--- config.mk ---
export PLATFORM = sky130hd
export DESIGN_NAME = pc_fetch_ctrl
export DESIGN_NICKNAME = d
export VERILOG_FILES = /design/src/rtl/pc_fetch_ctrl.sv
export SDC_FILE = /design/constraint.sdc
export NUM_CORES = 1
export LEC_CHECK = 0
export BUFFER_PORTS_ARGS = -buffer_cell sky130_fd_sc_hd__buf_4
export CORE_UTILIZATION = 50
export CTS_CLUSTER_DIAMETER = 60
export DETAILED_ROUTE_END_ITERATION = 7
export PLACE_DENSITY = 0.74
export SKIP_LAST_GASP = 1
export SLEW_MARGIN = 20
export SYNTH_ARGS = -nofsm -noshare
export SYNTH_HDL_FRONTEND = slang
export SYNTH_SLANG_ARGS = --single-unit
--- constraint.sdc ---
create_clock -name clk -period 14.7 [get_ports clk]
set_clock_uncertainty 0.1 [all_clocks]
set_input_delay 0.735 -clock clk [delete_from_list [all_inputs] [get_ports clk]]
set_output_delay 0.735 -clock clk [all_outputs]
set_load 0.01 [all_outputs]
--- src/rtl/pc_fetch_ctrl.sv ---
// Fetch-stage sequencer: owns the PC, runs the imem req/ack handshake and
// feeds IF/ID through an output register backed by a one-entry skid buffer.
module pc_fetch_ctrl #(
    parameter int                   CPU_WIDTH = 32,
    parameter logic [CPU_WIDTH-1:0] RESET_PC  = '0
) (
    input  logic                 clk,
    input  logic                 rst,
    input  logic                 branch,
    input  logic                 zero,
    input  logic [CPU_WIDTH-1:0] pc_shift,
    input  logic                 jump,
    input  logic [CPU_WIDTH-1:0] jump_tgt,
    input  logic                 stall,
    output logic                 imem_req,
    output logic [CPU_WIDTH-1:0] imem_addr,
    input  logic                 imem_ack,
    input  logic [CPU_WIDTH-1:0] imem_rdata,
    output logic                 if_valid,
    output logic [CPU_WIDTH-1:0] inst,
    output logic [CPU_WIDTH-1:0] inst_pc,
    output logic [CPU_WIDTH-1:0] pc_add4,
    output logic                 flush_ifid,
    output logic                 flush_idex
);

    typedef enum logic [1:0] {
        ST_BOOT  = 2'd0,
        ST_FETCH = 2'd1,
        ST_WAIT  = 2'd2,
        ST_DROP  = 2'd3
    } state_t;

    localparam logic [CPU_WIDTH-1:0] PC_STEP = CPU_WIDTH'(4);

    state_t               state_q, state_d;
    logic [CPU_WIDTH-1:0] pc_q, pc_d;
    logic [CPU_WIDTH-1:0] req_addr_q, req_addr_d;
    logic                 if_valid_q, if_valid_d;
    logic [CPU_WIDTH-1:0] inst_q, inst_d;
    logic [CPU_WIDTH-1:0] inst_pc_q, inst_pc_d;
    logic                 skid_valid_q, skid_valid_d;
    logic [CPU_WIDTH-1:0] skid_inst_q, skid_inst_d;
    logic [CPU_WIDTH-1:0] skid_pc_q, skid_pc_d;

    logic                 taken;
    logic                 redirect;
    logic [CPU_WIDTH-1:0] raw_target;
    logic [CPU_WIDTH-1:0] target;
    logic                 xfer;
    logic                 deliver;
    logic                 consume;

    // The taken branch is older than the jump in ID, so it wins the redirect.
    always_comb begin
        taken      = branch & zero;
        redirect   = taken | jump;
        raw_target = taken ? pc_shift : jump_tgt;
        target     = {raw_target[CPU_WIDTH-1:2], 2'b00};
        flush_ifid = redirect;
        flush_idex = taken;
    end

    // Request is held stable from issue to ack: WAIT and DROP replay req_addr.
    always_comb begin
        imem_req  = 1'b0;
        imem_addr = pc_q;
        unique case (state_q)
            ST_BOOT: begin
                imem_req  = 1'b0;
                imem_addr = pc_q;
            end
            ST_FETCH: begin
                imem_req  = !skid_valid_q;
                imem_addr = pc_q;
            end
            ST_WAIT, ST_DROP: begin
                imem_req  = 1'b1;
                imem_addr = req_addr_q;
            end
            default: begin
                imem_req  = 1'b0;
                imem_addr = pc_q;
            end
        endcase
    end

    always_comb begin
        xfer    = imem_req & imem_ack;
        deliver = xfer & !redirect & ((state_q == ST_FETCH) || (state_q == ST_WAIT));
        consume = if_valid_q & !stall;
    end

    always_comb begin
        state_d    = state_q;
        pc_d       = pc_q;
        req_addr_d = req_addr_q;
        unique case (state_q)
            ST_BOOT: begin
                state_d = ST_FETCH;
                if (redirect) begin
                    pc_d = target;
                end
            end
            ST_FETCH: begin
                if (redirect) begin
                    pc_d = target;
                    if (imem_req && !imem_ack) begin
                        state_d    = ST_DROP;
                        req_addr_d = pc_q;
                    end
                end else if (xfer) begin
                    pc_d = pc_q + PC_STEP;
                end else if (imem_req) begin
                    state_d    = ST_WAIT;
                    req_addr_d = pc_q;
                end
            end
            ST_WAIT: begin
                if (redirect) begin
                    pc_d    = target;
                    state_d = imem_ack ? ST_FETCH : ST_DROP;
                end else if (imem_ack) begin
                    pc_d    = req_addr_q + PC_STEP;
                    state_d = ST_FETCH;
                end
            end
            ST_DROP: begin
                if (redirect) begin
                    pc_d = target;
                end
                if (imem_ack) begin
                    state_d = ST_FETCH;
                end
            end
            default: begin
                state_d = ST_BOOT;
            end
        endcase
    end

    // Output register drains from the skid first so ordering is preserved.
    always_comb begin
        if_valid_d   = if_valid_q;
        inst_d       = inst_q;
        inst_pc_d    = inst_pc_q;
        skid_valid_d = skid_valid_q;
        skid_inst_d  = skid_inst_q;
        skid_pc_d    = skid_pc_q;
        if (redirect) begin
            if_valid_d   = 1'b0;
            skid_valid_d = 1'b0;
        end else if (consume) begin
            if (skid_valid_q) begin
                inst_d       = skid_inst_q;
                inst_pc_d    = skid_pc_q;
                if_valid_d   = 1'b1;
                skid_valid_d = 1'b0;
                if (deliver) begin
                    skid_inst_d  = imem_rdata;
                    skid_pc_d    = imem_addr;
                    skid_valid_d = 1'b1;
                end
            end else if (deliver) begin
                inst_d     = imem_rdata;
                inst_pc_d  = imem_addr;
                if_valid_d = 1'b1;
            end else begin
                if_valid_d = 1'b0;
            end
        end else if (deliver) begin
            if (!if_valid_q) begin
                inst_d     = imem_rdata;
                inst_pc_d  = imem_addr;
                if_valid_d = 1'b1;
            end else begin
                skid_inst_d  = imem_rdata;
                skid_pc_d    = imem_addr;
                skid_valid_d = 1'b1;
            end
        end
    end

    always_ff @(posedge clk or posedge rst) begin
        if (rst) begin
            state_q      <= ST_BOOT;
            pc_q         <= RESET_PC;
            req_addr_q   <= '0;
            if_valid_q   <= 1'b0;
            inst_q       <= '0;
            inst_pc_q    <= '0;
            skid_valid_q <= 1'b0;
            skid_inst_q  <= '0;
            skid_pc_q    <= '0;
        end else begin
            state_q      <= state_d;
            pc_q         <= pc_d;
            req_addr_q   <= req_addr_d;
            if_valid_q   <= if_valid_d;
            inst_q       <= inst_d;
            inst_pc_q    <= inst_pc_d;
            skid_valid_q <= skid_valid_d;
            skid_inst_q  <= skid_inst_d;
            skid_pc_q    <= skid_pc_d;
        end
    end

    always_comb begin
        if_valid = if_valid_q;
        inst     = inst_q;
        inst_pc  = inst_pc_q;
        pc_add4  = inst_pc_q + PC_STEP;
    end

endmodule

==> metrics.yaml <==
clocking:
  post_cts_resized: 0
  clockRootBuffer: "clkbuf_16"
  clk-insertion-delay-late_ns: 0.44
  postCtsSetupBuffers: 0
  cts_inserted_buffers: 17
  cts_buffer_depth: 2
  clock_sinks: 196
  cts_tree: "done"
  cts.reportedPaths.clkPinSlew_ns: 0.08
  h-tree-depth: 4
  postCtsHoldBufs: 0
floorplanning:
  row_count: 54
  die_area_um2: 22900
  ios: 235
  die_w_um: 151
  die_y_um: 151
  start_util_pct: 51.0
  core_um2: 21800
worst_setup_path:
  r2r_end: "pc_q[21]$_DFFE_PP0P_"
  critical_path.max_stage_delay_ns: 0.62
  cp_cell_sequence: "inv_1 -> ha_1 -> nor2_4 -> buf_4 -> mux2i_1 -> inv_1 -> buf_4"
  crit_required_ns: 13.86
  worstPathMaxFanout: 33
  end_kind: "primary output"
  timing_worst_setup_path_type: "flop to primary output"
  cp-start-kind: "flop"
  reg2reg_depth: 9
  critPathSlowestCell: "mux2i_1"
  rrSetupSlack_ns: 11.17
  r2r-start: "state_q[0]$_DFFE_PP0P_"
  arrival_ns: 3.03
final_layout:
  area_growth_pct: 21.8
  seq_area_um2: 4900
  nNetsFinal: 1506
  antennaDiodeCount: 0
  final_util_pct: 62.1
  stdcell_count: 1687
  num-fill-cells: 1862
  post_route_cells_drive_above_1_share_pct: 25.4
  multi_input_area_um2: 5680
  final_cell_area_um2: 13600
route:
  drt_first_pass_iters: 5
  wl_per_cell_um: 17.4
  vias_per_cell: 5.69
  vias: 9605
  drtIter0Drc: 819
  wirelength_um: 29300
  drc: 0
  ant_nets: 0
worst_hold_path:
  hold_path.class: "primary input to asynchronous set/reset pin"
power:
  total_power_mw: 2.82
  max-vdd-ir-drop_mv: 0.131
  power_density_nw_per_um2: 208
  leakagePower_nw: 6.75
global_route:
  grt_usage_pct: 26.4
  antenna_found_initial: 0
  grt_pass1_wl_um: 46800
  grt.overflow.total: 0
  grt_max_degree: 134
  grt_pass1_vias: 8976
yosys:
  ys_ff_latch: 196
  synth_edf_count: 0
  synthSimpleGateAreaFrac_pct: 16.0
  synth_ff_type: "dfrtp_1"
  synth_top_family_by_area: "simple AND/OR/NAND/NOR gates"
  synth_cell_types: 67
  synth-async-reset-ratio_pct: 100
  synth_compound_area_share_pct: 15.2
  synth_common_cells: "dfrtp_1 (196), nand2_1 (161), o21ai_0 (117)"
  synthCells: 1212
  yosys_warnings: 0
  syn_avg_cell_area_um2: 9.18
  syn_nets: 1324
  synth_fa_ha_area_share_pct: 1.01
  muxShareOfSynthArea_pct: 12.9
  synth_xor_area_share_pct: 5.59
  yosysSeqAreaShare_pct: 44.1
  synth_area_leader_cell: "dfrtp_1"
  syn_area_um2: 11100
  synthTopCellsByArea: "dfrtp_1 (44%), mux2i_1 (6.8%), mux2_2 (6.1%)"
  synth_top_area_share_pct: 44.1
  yosysMostFrequentCell: "dfrtp_1"
place:
  portBuffers: 230
  dp_slack_ns: 11.25
  placed_cell_area_um2: 13000
  gp_congestion: 0.855
  place_hpwl_um: 20600
  place_inst: 1655
sta:
  rsz0062_at_grt: "no"
  relSlewSlack_pct: 28.8
  final.setup.tns_ns: 0
  tightest_slew_ns: 1.07
  max_freq_mhz: 259
  setup_slack_ns: 10.84
  hold_viol_final: 0
  fin_crit_sh_pct: 26.3
  period_minus_slack_ns: 3.86
  slew_viol_final: 0
  setup_viol: 0
  hold_ws_ns: 0.346
job:
  drv_cap: 0
run_status:
  status: "completed"
==> metal layers <==
layer | wire length [um] | part of all wire (%) | track usage [%]
met5 | 0 | 0 | 0
met1 | 13100 | 45 | 36.6
met2 | 13500 | 46 | 41.6
met3 | 2080 | 7.1 | 4.88
met4 | 608 | 2.1 | 8.75
==> worst max-delay path, delay by kind of cell (launching register included) <==
kind / cells / cell delay [ns]
adder cells (fa/ha/maj): 1 / 0.41
buffers and inverters: 4 / 0.89
flip-flops: 1 / 0.46
multiplexers: 1 / 0.62
AND/OR/NAND/NOR: 1 / 0.19
==> cells by family (layout without fill, tap and decap cells) <==
family / count (synthesis) / in the layout
AO/OA/AOI/OAI: 290 / 290
XOR/XNOR: 71 / 71
adder cells (fa/ha/maj): 9 / 9
buffers and inverters: 134 / 329
flip-flops: 196 / 196
multiplexers: 136 / 136
AND/OR/NAND/NOR: 376 / 376
==> worst max-delay path by stage <==
stage | start | endpoint | slack [ns] | cells after the start
floorplan | rst | if_valid$_DFFE_PP0P_ | 8.52 | 1
global placement | jump | skid_inst_q[3]$_DFFE_PP0P_ | 11.29 | 7
detailed placement | state_q[0]$_DFFE_PP0P_ | skid_inst_q[2]$_DFFE_PP0P_ | 11.25 | 8
CTS | inst_pc[6]$_DFFE_PP0P_ | pc_add4[31] | 10.82 | 7
global route | state_q[0]$_DFFE_PP0P_ | imem_addr[31] | 10.66 | 7
finish | state_q[0]$_DFFE_PP0P_ | imem_addr[31] | 10.84 | 7
==> report_power, final <==
| part | switching, mW | internal, mW | total (mW) |
|---|---|---|---|
| clock network | 0.219 | 0.248 | 0.468 |
| logic | 0.732 | 0.614 | 1.35 |
| registers | 0.250 | 0.759 | 1.01 |
==> registers in the layout, indices dropped and copies added (netlist names) <==
signal and flops:
skid_valid_q 1, skid_pc_q 32, if_valid 1, state_q 2
inst 32, inst_pc 32, pc_q 32, skid_inst_q 32
req_addr_q 32
==> cell type report <==
type                    count  area share [%]
repair buffers            241            13.3
clock inverters            13            1.02
clock buffers              19            3.34
inverters                  56            1.61
flip-flops and latches    196            36.2
well taps                 280            2.58
multi-input cells         882            41.9
==> cells in the final DEF, fill, tap and decap left out, drive strengths merged, types with 20 or more instances in the layout <==
cell	Yosys	final
nor2	77	77
xor2	24	24
buf	38	241
dfrtp	196	196
nor3	21	21
nand2	161	161
inv	54	60
o21ai	139	139
xnor2	47	47
nand4	20	20
mux2	60	60
nand3	46	46
mux2i	76	76
a21oi	70	70
(Power assumes the default switching activity.)
